`src/rtl/order_matcher.sv`:
```
// order_matcher: single-level limit order book (one bid, one ask) with a
// CHECK/MATCH pipeline and a terminal halt driven by the trade counter.
module order_matcher (
  input  logic       clk,
  input  logic       reset,
  input  logic       order_valid,
  input  logic       order_side,
  input  logic [7:0] order_price,
  input  logic [7:0] order_qty,
  output logic       order_ready,
  input  logic       halt_signal,
  output logic       match_signal,
  output logic [7:0] match_price,
  output logic [7:0] match_qty,
  output logic       enable_count,
  output logic       bid_valid,
  output logic       ask_valid,
  output logic [7:0] book_bid,
  output logic [7:0] book_ask
);
  typedef enum logic [1:0] {IDLE, CHECK, MATCH, HALTED} state_t;
  state_t     r_state;
  logic       r_side, r_halt_pend, r_match;
  logic [7:0] r_price, r_qty, r_mp, r_mq;
  logic       r_bid_v, r_ask_v;
  logic [7:0] r_bid_p, r_bid_q, r_ask_p, r_ask_q;
  logic       w_buy, w_hs, w_cross, w_full, w_better, w_equal, w_keep;
  logic       w_opp_v, w_own_v, w_nopp_v, w_nown_v;
  logic [7:0] w_opp_p, w_opp_q, w_own_p, w_own_q, w_trade, w_resid;
  logic [7:0] w_nopp_p, w_nopp_q, w_nown_p, w_nown_q;
  logic [8:0] w_sum;
  // a halt that arrives with an order is deferred until that order retires
  assign order_ready  = r_state == IDLE && !r_halt_pend && !reset;
  assign enable_count = r_state != HALTED;
  assign w_hs         = order_valid && order_ready;
  assign match_signal = r_match;
  assign match_price  = r_mp;
  assign match_qty    = r_mq;
  assign bid_valid    = r_bid_v;
  assign ask_valid    = r_ask_v;
  assign book_bid     = r_bid_p;
  assign book_ask     = r_ask_p;
  always_comb begin
    w_buy    = !r_side;
    w_opp_v  = w_buy ? r_ask_v : r_bid_v;
    w_opp_p  = w_buy ? r_ask_p : r_bid_p;
    w_opp_q  = w_buy ? r_ask_q : r_bid_q;
    w_own_v  = w_buy ? r_bid_v : r_ask_v;
    w_own_p  = w_buy ? r_bid_p : r_ask_p;
    w_own_q  = w_buy ? r_bid_q : r_ask_q;
    w_cross  = w_opp_v && (w_buy ? r_price >= w_opp_p : r_price <= w_opp_p);
    w_full   = r_qty >= w_opp_q;
    w_trade  = w_full ? w_opp_q : r_qty;
    w_resid  = !w_cross ? r_qty : w_full ? r_qty - w_opp_q : 8'd0;
    w_better = !w_own_v || (w_buy ? r_price > w_own_p : r_price < w_own_p);
    w_equal  = r_price == w_own_p;
    w_sum    = {1'b0, w_own_q} + {1'b0, w_resid};
    w_nopp_v = w_cross && w_full ? 1'b0 : w_opp_v;
    w_nopp_p = w_cross && w_full ? 8'd0 : w_opp_p;
    w_nopp_q = !w_cross ? w_opp_q : w_full ? 8'd0 : w_opp_q - r_qty;
    w_keep   = w_resid == 8'd0 || (!w_better && !w_equal);
    w_nown_v = w_keep ? w_own_v : 1'b1;
    w_nown_p = w_keep ? w_own_p : r_price;
    w_nown_q = w_keep ? w_own_q : w_better ? w_resid : (w_sum[8] ? 8'hff : w_sum[7:0]);
  end
  always_ff @(posedge clk or posedge reset) begin
    if (reset) begin
      r_state     <= IDLE;
      r_side      <= 1'b0;
      r_price     <= 8'd0;
      r_qty       <= 8'd0;
      r_halt_pend <= 1'b0;
      r_match     <= 1'b0;
      r_mp        <= 8'd0;
      r_mq        <= 8'd0;
      r_bid_v     <= 1'b0;
      r_bid_p     <= 8'd0;
      r_bid_q     <= 8'd0;
      r_ask_v     <= 1'b0;
      r_ask_p     <= 8'd0;
      r_ask_q     <= 8'd0;
    end else begin
      r_match <= 1'b0;
      case (r_state)
        IDLE: begin
          if (w_hs) begin
            r_side      <= order_side;
            r_price     <= order_price;
            r_qty       <= order_qty;
            r_halt_pend <= halt_signal;
            r_state     <= CHECK;
          end else if (halt_signal || r_halt_pend) r_state <= HALTED;
        end
        CHECK: begin
          r_state <= IDLE;
          if (r_qty != 8'd0) begin
            if (w_buy) begin
              {r_bid_v, r_bid_p, r_bid_q} <= {w_nown_v, w_nown_p, w_nown_q};
              {r_ask_v, r_ask_p, r_ask_q} <= {w_nopp_v, w_nopp_p, w_nopp_q};
            end else begin
              {r_ask_v, r_ask_p, r_ask_q} <= {w_nown_v, w_nown_p, w_nown_q};
              {r_bid_v, r_bid_p, r_bid_q} <= {w_nopp_v, w_nopp_p, w_nopp_q};
            end
            if (w_cross) begin
              r_match <= 1'b1;
              r_mp    <= w_opp_p;
              r_mq    <= w_trade;
              r_state <= MATCH;
            end
          end
        end
        MATCH:   r_state <= IDLE;
        default: r_state <= HALTED;
      endcase
    end
  end
endmodule

```
`config.mk`:
```
export PLATFORM = sky130hd
export DESIGN_NAME = order_matcher
export DESIGN_NICKNAME = d
export VERILOG_FILES = /design/src/rtl/order_matcher.sv
export SDC_FILE = /design/constraint.sdc
export NUM_CORES = 1
export LEC_CHECK = 0
export ABC_AREA = 1
export BUFFER_PORTS_ARGS = -buffer_cell sky130_fd_sc_hd__buf_2
export CORE_MARGIN = 10
export CORE_UTILIZATION = 30
export DETAILED_ROUTE_END_ITERATION = 16
export SYNTH_ARGS = -nofsm -noshare
export SYNTH_HDL_FRONTEND = slang
export SYNTH_SLANG_ARGS = --single-unit
```
`constraint.sdc`:
```
create_clock -name clk -period 4.25 [get_ports clk]
set_input_delay 0.6375 -clock clk [delete_from_list [all_inputs] [get_ports clk]]
set_output_delay 0.6375 -clock clk [all_outputs]
set_load 0.005 [all_outputs]
```
==> Word level (Yosys, flattened, before mapping) <==
Cells that the tools add are included.
{ "op_classes": {"n_lt_le_gt_ge": 5, "n_eq_ne": 5, "n_reduce_logical": 20, "mux": 34, "add_sub_neg": 3} }
{ "ops": {"columns": ["op", "count"], "rows": [
  ["$mux W8", 18],
  ["$ge A8 B8 Y1", 2],
  ["$sub A8 B8 Y8", 2],
  ["$mux W1", 11],
  ["$add A8 B8 Y9", 1],
  ["$eq A8 B8 Y1", 1],
  ["$gt A8 B8 Y1", 1],
  ["$le A8 B8 Y1", 1],
  ["$logic_not A8 Y1", 1],
  ["$lt A8 B8 Y1", 1],
  ["$mux W2", 4],
  ["$reduce_bool A8 Y1", 1],
  ["$logic_and A1 B1 Y1", 6],
  ["$pmux W2 S3", 1],
  ["$logic_not A1 Y1", 5],
  ["$reduce_and A2 Y1", 2],
  ["$logic_or A1 B1 Y1", 3],
  ["$ne A3 B2 Y1 const B", 1],
  ["$reduce_and A3 Y1", 1],
  ["$eq A2 B1 Y1 const B", 1],
  ["$eq A2 B2 Y1 const B", 1],
  ["$logic_not A2 Y1", 1],
  ["$ne A2 B2 Y1 const B", 1]
]} }
{ "totals": {"register_bits": 71, "in_bits": 21, "wordCells": 81, "out_inout_bits": 37} }

==> Depth between registers and ports, before layout <==
{ "logic_depth": {"depth_word": 10, "ltp_mapped": 34} }

==> Worst setup path after synthesis <==
OpenSTA, ideal clock, no wires.
{ "synth_timing": {"path_kind": "register to register", "from": "reg r_side", "to": "reg r_ask_q[7]", "path_stages_with_launch": 30, "setup_time_ns": 0.116, "t_arrival_ns": 4.264, "period_less_slack_ns": 4.380, "setup_slack_ns": -0.130, "path_cell_list": "dfrtp_1 > buf_2 > buf_2 > clkbuf_1 > o21ai_0 > inv_1 > ha_1 > inv_1 > fa_1 > inv_1 > o21ai_1 > nand2_1 > nand3_2 > buf_6 > nand2_1 > nand3_1 > nand2_1 > inv_1 > ha_1 > fa_1 > a21oi_1 > o21ai_0 > a21oi_1 > nand3_1 > nand2_1 > o21ai_0 > nand3_1 > nand3_1 > nand2_1 > nand2_1"} }
{ "synth_via": {"elab_chain_len": 10, "word_cells_on_any_way": 33} }
{ "synth_rtl": {"columns": ["item", "line_no", "source"], "rows": [
  ["start: declaration", "23", "logic r_side, r_halt_pend, r_match;"],
  ["start signal: assignment", "87", "r_side <= order_side;"],
  ["$mux W8", "46", "w_opp_p = w_buy ? r_ask_p : r_bid_p;"],
  ["$ge A8 B8 Y1 / $le A8 B8 Y1 (equally long branches)", "51", "w_cross = w_opp_v && (w_buy ? r_price >= w_opp_p : r_price <= w_opp_p);"],
  ["$mux W1", "51", null],
  ["$logic_and A1 B1 Y1", "51", null],
  ["$mux W8", "54", "w_resid = !w_cross ? r_qty : w_full ? r_qty - w_opp_q : 8'd0;"],
  ["$add A8 B8 Y9", "57", "w_sum = {1'b0, w_own_q} + {1'b0, w_resid};"],
  ["$mux W8 (3 in a row)", "64", "w_nown_q = w_keep ? w_own_q : w_better ? w_resid : (w_sum[8] ? 8'hff : w_sum[7:0]);"],
  ["$mux W8 *", "97", "if (w_buy) begin"],
  ["end signal: assignment", "99", "{r_ask_v, r_ask_p, r_ask_q} <= {w_nopp_v, w_nopp_p, w_nopp_q};"],
  ["end signal: assignment", "101", "{r_ask_v, r_ask_p, r_ask_q} <= {w_nown_v, w_nown_p, w_nown_q};"],
  ["end: declaration", "26", "logic [7:0] r_bid_p, r_bid_q, r_ask_p, r_ask_q;"]
]} }
Mark *: on every way between the ends. The rest lies on a longest branch, timed or not.
A chain may end at the register's enable or synchronous reset.

==> Final worst setup path <==
{ "layout_timing": {"from": "reg r_side", "to": "reg r_bid_q[5]"} }
{ "layout_via": {"elab_chain_len": 10, "word_cells_on_any_way": 33} }
{ "layout_rtl": {"columns": ["item", "line_no", "source"], "rows": [
  ["$mux W8", "46", null],
  ["$ge A8 B8 Y1 / $le A8 B8 Y1 (equally long branches)", "51", null],
  ["$mux W1", "51", null],
  ["$logic_and A1 B1 Y1", "51", null],
  ["$mux W8", "54", null],
  ["$add A8 B8 Y9", "57", null],
  ["$mux W8 (3 in a row)", "64", null],
  ["$mux W8 *", "97", null],
  ["end signal: assignment", "98", "{r_bid_v, r_bid_p, r_bid_q} <= {w_nown_v, w_nown_p, w_nown_q};"],
  ["end signal: assignment", "102", "{r_bid_v, r_bid_p, r_bid_q} <= {w_nopp_v, w_nopp_p, w_nopp_q};"],
  ["end: declaration", "26", null]
]} }
Marks and branches as above.

==> impl_results.md <==
- Status: finished, final reports clean
- CTS H-tree lvls: 3
- Filler cells: just under 2k
- TritonCTS clock tree: done
- Vias in the first global route: approximately 5.4k
- Share of post-route cells with drive strength above 1: 0.255
- Post-synthesis sequential area ratio: 0.307
- Final Critical Period: ~4000 ps
- CTS Buffer Depth: 2
- Place WS: -84.8 ps
- DRC: 0
- Die Width: between 150 and 200 microns
- First-pass GRT wire length: about 28000 microns
- R2R Path Start: r_side$_DFFE_PP0P_
- Mapped Cells: roughly 850
- Non-Filler Instances: 1221
- Initial DRC Count: between 300 and 400
- Gr usage total: 0.132
- Final Hold Viols: 0
- Largest net degree at the start of global routing: 72
- R2R Setup Slk: 250 ps
- Tcrit/Tclk final: 0.941
- Antenna Nets Post-Route: 0
- CP Class: flip-flop to flip-flop
- Critical Path Fanout Max: 15
- Clk pin slew, worst setup/hold paths: 60 ps
- Drt first pass iters: 5
- Final setup fails: 0
- DR WL/cell: around 14 microns
- Routability congestion estimate: between 0.9 and 1
- CP required: 4490 ps
- Final Worst Setup Slack: ~250 ps
- Leading cell type in the layout, fill and taps excluded: nand2_1
- Arrival time at the worst endpoint: ~4200 ps
- Worst min path class: flip-flop to flip-flop
- Syn_area_per_cell: 6.79 sq um
- Die height: 159 microns
- Post-DR vias/cell: 4.69
- Slew @ Worst Pin: 1080 ps
- Die area: between 20000 and 30000 sq um
- CP Capture Type: flip-flop
- CTS Buf Count: 9
- DP Wirelength: 12600 microns
- Initial Util: 0.307
- Post-synth cell types: between 40 and 50
- CP Launch Type: flip-flop
- Fin Clk Skew: about 11 ps
- Synth Cell Area: ~5800 sq um
- Antenna Diode Count: 0
- CTS root buf: clkbuf_16
- Max Cap Violations: 0
- Initial antenna violation count: 0
- Clk sinks: about 70
- Area grow syn2layout: 26.9%
- Cells after DPL: around 1.2k
- Remaining global-route overflow: 0
- Via count: roughly 5.7k
- Slew Viols, Final: 0
- Fmax: between 200 and 250 MHz
- Core area: roughly 19000 sq um
- R2R depth: 25
- Synth Register Bits: 71
- Syn Nets: between 900 and 1k
- Total wire length: 17100 microns
- Clock network latency to the later pin of the worst-skew pair: between 300 and 400 ps
- Slew headroom: 0.277
- # nets final: between 1k and 1.5k
- FP Rows: 50
- Leading cell types in the layout, fill and taps excluded: nand2_1, inv_1, nand3_1
- Worst Setup SP: r_side$_DFFE_PP0P_
- Yosys warnings: 0
- I/O pins: between 50 and 60
- R2r endpoint: r_bid_q[5]$_DFFE_PP0P_
- Critical Path End: r_bid_q[5]$_DFFE_PP0P_
- Port buffer count: 57
-- worst min path at each step --
stage / slack, ps / start / cells past startpoint / to
6_report: 480 / r_bid_q[5]$_DFFE_PP0P_ / 2 / r_bid_q[5]$_DFFE_PP0P_
2_1_floorplan: 450 / r_bid_q[2]$_DFFE_PP0P_ / 2 / r_bid_q[2]$_DFFE_PP0P_
5_1_grt: 520 / r_halt_pend$_DFFE_PP0P_ / 1 / r_halt_pend$_DFFE_PP0P_
3_5_place_dp: 470 / r_bid_q[2]$_DFFE_PP0P_ / 2 / r_bid_q[2]$_DFFE_PP0P_
4_1_cts: 490 / r_bid_q[5]$_DFFE_PP0P_ / 2 / r_bid_q[5]$_DFFE_PP0P_
3_3_place_gp: 470 / r_bid_q[7]$_DFFE_PP0P_ / 2 / r_bid_q[7]$_DFFE_PP0P_
-- logic make-up after synthesis --
kind of cell / after synthesis / share of synthesized area
AND/OR/NAND/NOR: 419 / 0.314
AO/OA/AOI/OAI: 156 / 0.147
buffers and inverters: 146 / 0.105
flip-flops: 71 / 0.307
adder cells (fa/ha/maj): 46 / 0.103
multiplexers: 8 / 0.0156
XOR/XNOR: 5 / 0.00758
-- layer usage --
layer / track usage / up-vias / share of wire
li1: - / 2981 / -
met1: 0.181 / 2610 / 0.48
met2: 0.202 / 115 / 0.45
met3: 0.0258 / 16 / 0.051
met4: 0.0451 / 0 / 0.015
met5: 0 / - / 0
-- stage by stage --
stage	setup TNS (ps)	instance area (sq um)	utilization	hold slack, ps
floorplan	0	5780	-	449
global placement	-7.69	6690	0.355	466
CTS	0	6980	0.371	487
global route	-415	7330	0.390	518
detailed placement	-576	6690	0.355	470
finish	0	7330	0.390	480
-- layout make-up --
| cell class | count | area [sq um] | area share |
|---|---|---|---|
| well taps | 260 | 325 | 0.0444 |
| repair buffers | 132 | 940 | 0.128 |
| multi-input cells | 634 | 3600 | 0.490 |
| inverters | 108 | 408 | 0.0556 |
| flip-flops and latches | 71 | 1780 | 0.242 |
| clock buffers | 9 | 225 | 0.0307 |
| clock inverters | 7 | 62.6 | 0.00853 |
-- flip-flops by register name, summed over array words and instances, names as in the netlist --
name          cells
ask_valid         1
bid_valid         1
book_ask          8
book_bid          8
match_price       8
match_qty         8
match_signal      1
r_ask_q           8
r_bid_q           8
r_halt_pend       1
r_price           8
r_qty             8
r_side            1
r_state           2
-- synthesized netlist by cell type, drive strengths merged --
cell type / instances / area share
o31ai: 2 / 0.0026
nor2: 38 / 0.027
fa: 3 / 0.010
ha: 43 / 0.093
buf: 15 / 0.019
a21oi: 63 / 0.057
nand2: 269 / 0.18
o21bai: 1 / 0.0013
inv: 106 / 0.069
mux2: 8 / 0.016
o211ai: 5 / 0.0065
xor2: 3 / 0.0045
a31o: 1 / 0.0015
a21boi: 1 / 0.0013
o21a: 2 / 0.0026
or2: 15 / 0.016
xnor2: 2 / 0.0030
o21ai: 73 / 0.065
a31oi: 7 / 0.0076
nand3b: 2 / 0.0026
nor3: 2 / 0.0017
dfrtp: 71 / 0.31
nor3b: 1 / 0.0013
clkinv: 2 / 0.0013
a21o: 1 / 0.0013
clkbuf: 23 / 0.015
nand3: 84 / 0.075
nand4: 8 / 0.0087
-- critical path, cell delays in order (launching register included) --
cell,delay [ps]
dfrtp_2,510
inv_4,80
buf_12,150
or2_2,280
o21ai_2,70
ha_1,260
a21o_1,180
nor2_4,150
nand4_1,140
nand3_2,150
nand2_2,60
nand2_2,80
inv_1,50
ha_2,190
fa_2,400
a21oi_2,160
o21ai_2,100
a21oi_2,150
buf_4,160
nand3b_1,90
nand2_1,70
o21ai_1,70
nand3_1,110
nand3_1,90
nand2_1,70
nand2_1,40
-- timing repair --
| item | in CTS | in global routing |
|---|---|---|
| setup endpoints to repair | 16 | 16 |
| cloned | 0 | 2 |
| pin swaps | 0 | 24 |
| setup buffers | 0 | 12 |
| hold buffers | 0 | 0 |
| resized for setup | 5 | 69 |
| hold endpoints to repair | 0 | 0 |
Power is left out: the tool's default activity adds up to more than one toggle a clock period on the data nets, which glitch-free logic cannot reach.
